**src/rtl/gfx_pkg.sv**
```systemverilog
// Shared encodings for the pattern generator: pattern modes, FSM states and
// the colour-bar boundary helper.
package gfx_pkg;

  typedef enum logic [1:0] {
    SOLID    = 2'd0,
    BARS     = 2'd1,
    GRADIENT = 2'd2,
    CHECKER  = 2'd3
  } mode_e;

  typedef enum logic {
    ST_IDLE = 1'b0,
    ST_RUN  = 1'b1
  } state_e;

  localparam int NUM_BARS = 8;

  // First x belonging to bar k, i.e. ceil(k*h/8), so x*8/h >= k <=> x >= bound.
  function automatic int bar_bound(input int k, input int h);
    return (k * h + NUM_BARS - 1) / NUM_BARS;
  endfunction

endpackage

```
**src/rtl/gfx_pattern_color.sv**
```systemverilog
// Combinational pixel colour for a given mode and (possibly scrolled) x, y.
module gfx_pattern_color
  import gfx_pkg::*;
#(
  parameter int H_VISIBLE  = 640,
  parameter int PIXEL_BITS = 12,
  parameter int XW         = 10,
  parameter int YW         = 9
) (
  input  mode_e                  i_mode,
  input  logic [XW-1:0]          i_x,
  input  logic [YW-1:0]          i_y,
  output logic [PIXEL_BITS-1:0]  o_color
);

  localparam int CW  = PIXEL_BITS / 3;
  localparam int SHR = (XW >= CW) ? XW - CW : 0;
  localparam int SHL = (XW >= CW) ? 0 : CW - XW;

  logic [31:0]   w_xe, w_ye;
  logic [2:0]    w_bar;
  logic [CW-1:0] w_grad;
  logic          w_chk;

  assign w_xe  = 32'(i_x);
  assign w_ye  = 32'(i_y);
  assign w_chk = |(((w_xe >> 3) ^ (w_ye >> 3)) & 32'd1);

  always_comb begin
    w_bar = '0;
    for (int k = 1; k < NUM_BARS; k++)
      if (w_xe >= 32'(bar_bound(k, H_VISIBLE))) w_bar = 3'(k);
    w_grad  = CW'((w_xe >> SHR) << SHL);
    o_color = '0;
    case (i_mode)
      SOLID:    o_color = '1;
      BARS:     o_color = {{CW{w_bar[2]}}, {CW{w_bar[1]}}, {CW{w_bar[0]}}};
      GRADIENT: o_color = {3{w_grad}};
      CHECKER:  o_color = w_chk ? '1 : '0;
      default:  o_color = '0;
    endcase
  end

endmodule

```
**src/rtl/gfx_pattern_gen.sv**
```systemverilog
// Test-pattern generator streaming addr/colour beats over a valid/ready port.
// Optional horizontal scroll per frame: define GFX_PATTERN_GEN_SCROLL_EN.
module gfx_pattern_gen
  import gfx_pkg::*;
#(
  parameter int H_VISIBLE  = 640,
  parameter int V_VISIBLE  = 480,
  parameter int PIXEL_BITS = 12,
  parameter int ADDR_BITS  = 20
) (
  input  logic                  clk,
  input  logic                  reset,
  input  logic [1:0]            mode,
  input  logic                  start,
  input  logic                  continuous,
  output logic                  busy,
  output logic                  frame_done,
  output logic                  pixel_valid,
  input  logic                  pixel_ready,
  output logic [ADDR_BITS-1:0]  pixel_addr,
  output logic [PIXEL_BITS-1:0] pixel_color
);

  localparam int XW  = (H_VISIBLE > 1) ? $clog2(H_VISIBLE) : 1;
  localparam int YW  = (V_VISIBLE > 1) ? $clog2(V_VISIBLE) : 1;
  localparam int XW1 = XW + 1;

  state_e                r_state, w_state_nxt;
  logic [XW-1:0]         r_x, w_nx, w_px;
  logic [YW-1:0]         r_y, w_ny;
  logic [ADDR_BITS-1:0]  r_addr;
  mode_e                 r_mode_q, w_nmode;
  logic                  r_valid;
  logic [PIXEL_BITS-1:0] r_color, w_color;
  logic                  w_xfer, w_last_x, w_last, w_begin, w_adv;

  assign w_xfer     = r_valid && pixel_ready;
  assign w_last_x   = (r_x == XW'(H_VISIBLE - 1));
  assign w_last     = w_last_x && (r_y == YW'(V_VISIBLE - 1));
  assign frame_done = (r_state == ST_RUN) && w_xfer && w_last;
  // A frame (re)starts either from idle or seamlessly off the last beat.
  assign w_begin    = ((r_state == ST_IDLE) && start) || (frame_done && continuous);
  assign w_adv      = w_begin || ((r_state == ST_RUN) && w_xfer && !w_last);

  assign busy        = (r_state == ST_RUN);
  assign pixel_valid = r_valid;
  assign pixel_addr  = r_addr;
  assign pixel_color = r_color;

  always_ff @(posedge clk or posedge reset) begin
    if (reset) r_state <= ST_IDLE;
    else       r_state <= w_state_nxt;
  end

  always_comb begin
    w_state_nxt = r_state;
    case (r_state)
      ST_IDLE: if (start) w_state_nxt = ST_RUN;
      ST_RUN:  if (frame_done && !continuous) w_state_nxt = ST_IDLE;
      default: w_state_nxt = ST_IDLE;
    endcase
  end

  // Coordinates and mode of the beat that will be presented next.
  always_comb begin
    w_nx    = r_x + 1'b1;
    w_ny    = r_y;
    w_nmode = r_mode_q;
    if (w_begin) begin
      w_nx    = '0;
      w_ny    = '0;
      w_nmode = mode_e'(mode);
    end else if (w_last_x) begin
      w_nx = '0;
      w_ny = r_y + 1'b1;
    end
  end

`ifdef GFX_PATTERN_GEN_SCROLL_EN
  logic [XW-1:0]  r_off, w_off_nxt;
  logic [XW1-1:0] w_sum;

  // The first beat of a new frame must already see the bumped offset.
  assign w_off_nxt = !frame_done ? r_off :
                     (r_off == XW'(H_VISIBLE - 1)) ? '0 : r_off + 1'b1;
  assign w_sum = {1'b0, w_nx} + {1'b0, w_off_nxt};
  assign w_px  = (w_sum >= XW1'(H_VISIBLE)) ? XW'(w_sum - XW1'(H_VISIBLE)) : XW'(w_sum);

  always_ff @(posedge clk or posedge reset) begin
    if (reset) r_off <= '0;
    else       r_off <= w_off_nxt;
  end
`else
  assign w_px = w_nx;
`endif

  gfx_pattern_color #(
    .H_VISIBLE (H_VISIBLE),
    .PIXEL_BITS(PIXEL_BITS),
    .XW        (XW),
    .YW        (YW)
  ) u_color (
    .i_mode (w_nmode),
    .i_x    (w_px),
    .i_y    (w_ny),
    .o_color(w_color)
  );

  always_ff @(posedge clk or posedge reset) begin
    if (reset) begin
      r_x      <= '0;
      r_y      <= '0;
      r_addr   <= '0;
      r_mode_q <= SOLID;
      r_color  <= '0;
      r_valid  <= 1'b0;
    end else if (w_adv) begin
      r_x      <= w_nx;
      r_y      <= w_ny;
      r_addr   <= w_begin ? '0 : r_addr + 1'b1;
      r_mode_q <= w_nmode;
      r_color  <= w_color;
      r_valid  <= 1'b1;
    end else if (frame_done) begin
      r_valid  <= 1'b0;
    end
  end

endmodule

```
**config.mk**
```make
export PLATFORM = sky130hd
export DESIGN_NAME = gfx_pattern_gen
export DESIGN_NICKNAME = d
export VERILOG_FILES = /design/src/rtl/gfx_pkg.sv /design/src/rtl/gfx_pattern_color.sv /design/src/rtl/gfx_pattern_gen.sv
export SDC_FILE = /design/constraint.sdc
export NUM_CORES = 1
export LEC_CHECK = 0
export CORE_MARGIN = 3
export CORE_UTILIZATION = 49
export DETAILED_ROUTE_END_ITERATION = 8
export GPL_ROUTABILITY_DRIVEN = 0
export PLACE_DENSITY_LB_ADDON = 0.25
export SYNTH_ARGS = -nofsm -noshare
export SYNTH_HDL_FRONTEND = slang
export SYNTH_SLANG_ARGS = --single-unit
```
**constraint.sdc**
```tcl
create_clock -name clk -period 2.95 [get_ports clk]
set_clock_uncertainty 0.1 [all_clocks]
set_input_delay 0.7375 -clock clk [delete_from_list [all_inputs] [get_ports clk]]
set_output_delay 0.7375 -clock clk [all_outputs]
set_load 0.01 [all_outputs]
```
Yosys cells after proc, flatten, opt, wreduce, memory -nomap -nowiden
Cells that the tools add are included.
Widths: inputs -> output; s select.

storage, ports and cells
  latch bits = 0
  memory bits (writable) = 0
  logic and storage cells = 61
  memories kept = 0
  register bits after elaboration = 55
  bits in read-only memories = 0
  input port bits = 7

cells by class
  magnitude comparators = 7
  reductions and logical operators = 16
  eq/ne operators = 5
  shift operators = 0
  bitwise gates (word level) = 2
  add/sub/neg operators = 3
  multiply operators = 0
  multiplexer cells = 20
  divide/modulo/power cells = 0

operator list
  cell                   number
  $pmux 12 s4            1
  $ge 10x9->1 const B    3
  $add 20x1->20 const B  1
  $ge 10x8->1 const B    2
  $mux 10                2
  $mux 20                1
  $mux 3                 6
  $mux 9                 2
  $mux 12                1
  $add 10x1->10 const B  1
  $eq 10x10->1 const B   1
  $ge 10x10->1 const B   1
  $ge 10x7->1 const B    1
  $add 9x1->9 const B    1
  $eq 9x9->1 const B     1
  $logic_and 1x1->1      8
  $mux 1                 5
  $eq 2x2->1 const B     2
  $reduce_bool 2->1      2
  $eq 2x1->1 const B     1
  $logic_not 1->1        2
  $logic_not 2->1        1
  $logic_or 1x1->1       2
  $mux 2                 1
  other kinds (4)        4

Depth between registers and ports, before layout
  word-level depth = 15
  gate-level depth with buffers = 10
  depth with buffers taken out = 8

By module
Synthesis repeated with hierarchy kept, for this count alone.

second synthesis, totals
  cells, all modules = 364
  area total of the unflattened synthesis = 3434.5 um^2

by module, submodules not included
  module             instances  cells an instance  area each (um^2)  seq. area each (um^2)
  gfx_pattern_gen    1          322                3179.3            1376.3
  gfx_pattern_color  1          42                 255.2             0.0

Worst setup path after synthesis
OpenSTA, ideal clock, no wires.

  path kind = register to register
  from = register r_y[0]
  to = register r_color[3], in the netlist pixel_color[3]
  cell stages (with the launch flop) = 10
  data required time = 2.722 ns
  setup time = 0.128 ns
  arrival time = 2.386 ns
  setup slack = 0.336 ns
  period minus slack after synthesis = 2.614 ns
  cells stage by stage = dfrtp_1 ha_1 nand4_1 or4b_1 buf_2 o31ai_4 mux2_4 a21o_1 nor2_1 a21oi_1

on the way
  cells in the longest elaborated chain, start to end = 15

RTL lines
  what                    RTL line                 RTL
  from (decl)             gfx_pattern_gen.sv:30    logic [YW-1:0] r_y, w_ny;
  from (signal assigned)  gfx_pattern_gen.sv:119   r_y <= w_ny;
  $eq 9x9->1              gfx_pattern_gen.sv:39    assign w_last = w_last_x && (r_y == YW'(V_VISIBLE - 1));
  $logic_and 1x1->1       gfx_pattern_gen.sv:39
  $logic_and 1x1->1       gfx_pattern_gen.sv:40    assign frame_done = (r_state == ST_RUN) && w_xfer && w_last;
  $logic_and 1x1->1       gfx_pattern_gen.sv:42    assign w_begin = ((r_state == ST_IDLE) && start) || (frame_done && continuous);
  $logic_or 1x1->1        gfx_pattern_gen.sv:42
  $mux 10                 gfx_pattern_gen.sv:69    if (w_begin) begin
  $ge 10x7->1             gfx_pattern_color.sv:32  if (w_xe >= 32'(bar_bound(k, H_VISIBLE))) w_bar = 3'(k);
  $mux 1                  gfx_pattern_color.sv:32
  $mux 3 (6 in series)    gfx_pattern_color.sv:32
  $pmux 12 s4             gfx_pattern_color.sv:35  case (i_mode)
  to (signal assigned)    gfx_pattern_gen.sv:122   r_color <= w_color;
  to (decl)               gfx_pattern_gen.sv:34    logic [PIXEL_BITS-1:0] r_color, w_color;

Parallel ways exist; a longest one is shown, timed or not. The select of a mux whose other input is x is not followed.
A chain may end at the register's enable or synchronous reset.

Final worst setup path
  from = register r_y[0]
  to = output frame_done

on the way
  cells in the longest elaborated chain, start to end = 3

RTL lines
  what               RTL line               RTL
  $eq 9x9->1         gfx_pattern_gen.sv:39
  $logic_and 1x1->1  gfx_pattern_gen.sv:39
  $logic_and 1x1->1  gfx_pattern_gen.sv:40
  to (decl)          gfx_pattern_gen.sv:17  output logic frame_done,

No other way between the ends.

==> impl_metrics.toml <==
[sta]
fin_crit_ns = 2.750
final-hold-violation-count = 0
fin_tns_setup_ns = 0
setup_viol = 0
final-max-slew-violation-count = 0
maxSlewHeadroom_pct = 62.40
tightest_slew_ns = 0.5631
fin_crit_sh_pct = 93.23
fmax_mhz = 363.6
rsz0062_at_grt = "false"

[global_routing]
grt_first_pass_wirelength_um = 12890
antenna_found_initial = 0
grt_pass1_vias = 2748
overflow = 0
grt_use_total_pct = 21.64
grt_start_max_net_pins = 39

[placed_design]
port_buffers = 41
post_dp_cell_area_um2 = 3714
dp_cells = 475
hpwl_um = 5565

[setup_path]
path_class = "reg -> out"
arrival_ns = 1.91
critPathMaxStageDelay_ns = 0.57
r2r_cells = 9
end_kind = "output port"
r2r_setup_slack_ns = 0.20
crit_fanout = 3
critPathLaunchType = "flop"
reg2reg_to = "pixel_color[6]"
path_buf_inv = 1
crit_family = "simple AND/OR/NAND/NOR gates"
path_cells = "ha_1, nand4_1, or4b_4, nor3_4, clkbuf_2"
crit_path_top_delay_cell = "or4b_4"
worstPathRequired_ns = 2.11
rr_startpoint = "r_y[0]"

[layout]
syn_to_final_growth_pct = 23.79
diodes = 0
finalNetCount = 418
stdcell_area_um2 = 3835
drive_gt1_share_pct = 10.51
final_core_util_pct = 63.64
fillCellCount = 541
instances_no_fill = 484

[synth]
seq_area_frac_synth_pct = 44.43
synthDistinctLibCells = 50
synthArstFlopShare_pct = 100.0
synth-edff-count = 0
yosys_most_used_dff = "dfrtp_1"
ys_ff_latch = 55
netlist_instances = 351
synth_fp_nets = 361
avgSynthCellArea_um2 = 8.826
yosys_warnings = 0
syn-cell-area_um2 = 3098

[power]
p_leak_nw = 1.626
p_sw_share_pct = 36.70
p_switching_w = 0.0008989
pwr-share-seq_pct = 44.2
clockPowerShare_pct = 18.2
power.internal_w = 0.001551
vdd_drop_max_v = 0.0004358
cellPowerDensity_nw_per_um2 = 638.7
power_frac_comb_pct = 37.5
p_total_w = 0.002449

[floorplan]
die_h_um = 85.52
die-area_um2 = 7313
die_x_um = 85.52
coreArea_um2 = 6026
num_rows = 28
start_util_pct = 51.41
io-pin-count = 42

[cts]
cts_buffers = 5
cts.hold.buffers_added = 0
cts.sink_count = 55
cts_tree = "done"
cts_max_path_buffers = 2
htree_num_levels = 2
clock_latency_ns = 0.32
clock_tree.root_cell = "clkbuf_8"
path_clk_slew_ns = 0.11

[drt]
first_pass_iters = 5
ant_nets = 0
routedWlPerCell_um = 15.90
drc = 0
wirelength_um = 7694
vias = 2899
drt-initial-drc-count = 160
viasPerCell = 5.990

[hold_path]
hold_path_end = "pixel_color[5]"
min_from = "pixel_color[5]"
hold_class = "reg -> reg"
min_path_cells = 2

[outcome]
status = "finished clean"

[job]
max_cap_viol_count = 0
worst max-delay path by stage:
stage	from	end	slack, ns	cells after the start
floorplan	r_y[0]	pixel_color[3]	0.34	9
global placement	pixel_ready	frame_done	-0.01	4
detailed placement	pixel_ready	frame_done	-0.14	4
CTS	r_y[0]	frame_done	0.03	5
global route	r_y[1]	r_y[6]	0.008	10
finish	r_y[0]	frame_done	0.20	5
worst reg2reg max path: cells and delay by family, from the launching register on:
family / cells / cell delay [ns]
AOI/OAI and AO/OA: 5 / 1.07
DFF: 1 / 0.37
buffers and inverters: 1 / 0.19
adders and majority gates: 1 / 0.19
and+or+nand+nor: 2 / 0.71
state kept, by name, summed over array words and instances (netlist names):
signal / flops
pixel_valid: 1
r_x: 10
pixel_color: 12
r_y: 9
r_mode_q: 2
busy: 1
pixel_addr: 20
layout make-up:
type | count | area (µm²) | share of cell area, %
clock inverter | 3 | 22.52 | 0.5873
multi-input combinational | 278 | 1672 | 43.59
tap | 75 | 93.84 | 2.447
clock buffer | 5 | 68.82 | 1.794
sequential | 55 | 1376 | 35.89
timing repair buffer | 63 | 583.1 | 15.20
inverter | 5 | 18.77 | 0.4894
routing by layer:
layer	GRT usage [%]	share of wire (%)	wire length [µm]	vias up
met1	29.52	46	3515	1389
met3	3.554	5.3	408	15
met4	6.043	1.6	121	0
met5	0	0	0	-
li1	-	-	-	1378
met2	35.81	47	3649	117
through the flow:
stage	worst slack [ns]	hold slack, ns
6_report	0.1996	0.4375
3_3_place_gp	-0.01048	0.4128
3_5_place_dp	-0.1352	0.4176
2_1_floorplan	0.3359	0.3963
5_1_grt	0.008352	0.4734
4_1_cts	0.03404	0.4416
cell usage in the layout, fill, tap and decap left out, types with 9 or more instances in the layout:
cell type and count:
a21oi_1 31, buf_4 21, clkdlybuf4s50_1 40, dfrtp_1 55, nand2_1 33, nand3_1 19
nand4_1 13, nor2_1 53, o21ai_0 10, xnor2_1 9, xor2_1 20
synthesized netlist by cell type, drive strengths merged (5+ instances only):
| library cell | n | area [µm²] |
|---|---|---|
| inv | 5 | 18.77 |
| nor3 | 8 | 40.04 |
| buf | 8 | 40.04 |
| and3 | 5 | 31.28 |
| a21o | 7 | 52.55 |
| nand4 | 13 | 81.33 |
| a21oi | 32 | 163.9 |
| nor2 | 53 | 198.9 |
| xnor2 | 9 | 78.83 |
| nand2 | 33 | 123.9 |
| clkbuf | 5 | 18.77 |
| o22ai | 5 | 31.28 |
| xor2 | 20 | 175.2 |
| or3 | 8 | 50.05 |
| dfrtp | 55 | 1376 |
| o21ai | 15 | 78.83 |
| nand3 | 20 | 105.1 |
cell families (layout without fill, tap and decap cells):
group,count (synthesis),after routing,share of synthesized area [%]
AO/OA/AOI/OAI,82,82,17.33
XOR/XNOR,29,29,8.199
adder cells (fa/ha/maj),3,3,1.212
buffers and inverters,18,76,2.504
flip-flops,55,55,44.43
multiplexers,3,3,1.131
AND/OR/NAND/NOR,161,161,25.20
power by group through the flow:
stage | clock [W] | combinational, W | sequential (W)
finish | 0.000447 | 0.000919 | 0.00108
floorplan | 0 | 0.000456 | 0.00112
detailed placement | 0 | 0.000908 | 0.00109
global route | 0.000483 | 0.00101 | 0.00112
CTS | 0.000457 | 0.000918 | 0.00108
global placement | 0 | 0.000888 | 0.00109
what timing repair did:
| item | 4_1_cts | 5_1_grt |
|---|---|---|
| pin swaps | 0 | 1 |
| endpoints found under the setup margin | 1 | 9 |
| gates resized for setup | 3 | 5 |
| buffers inserted | 0 | 1 |
Power figures use the tool's default switching activity.
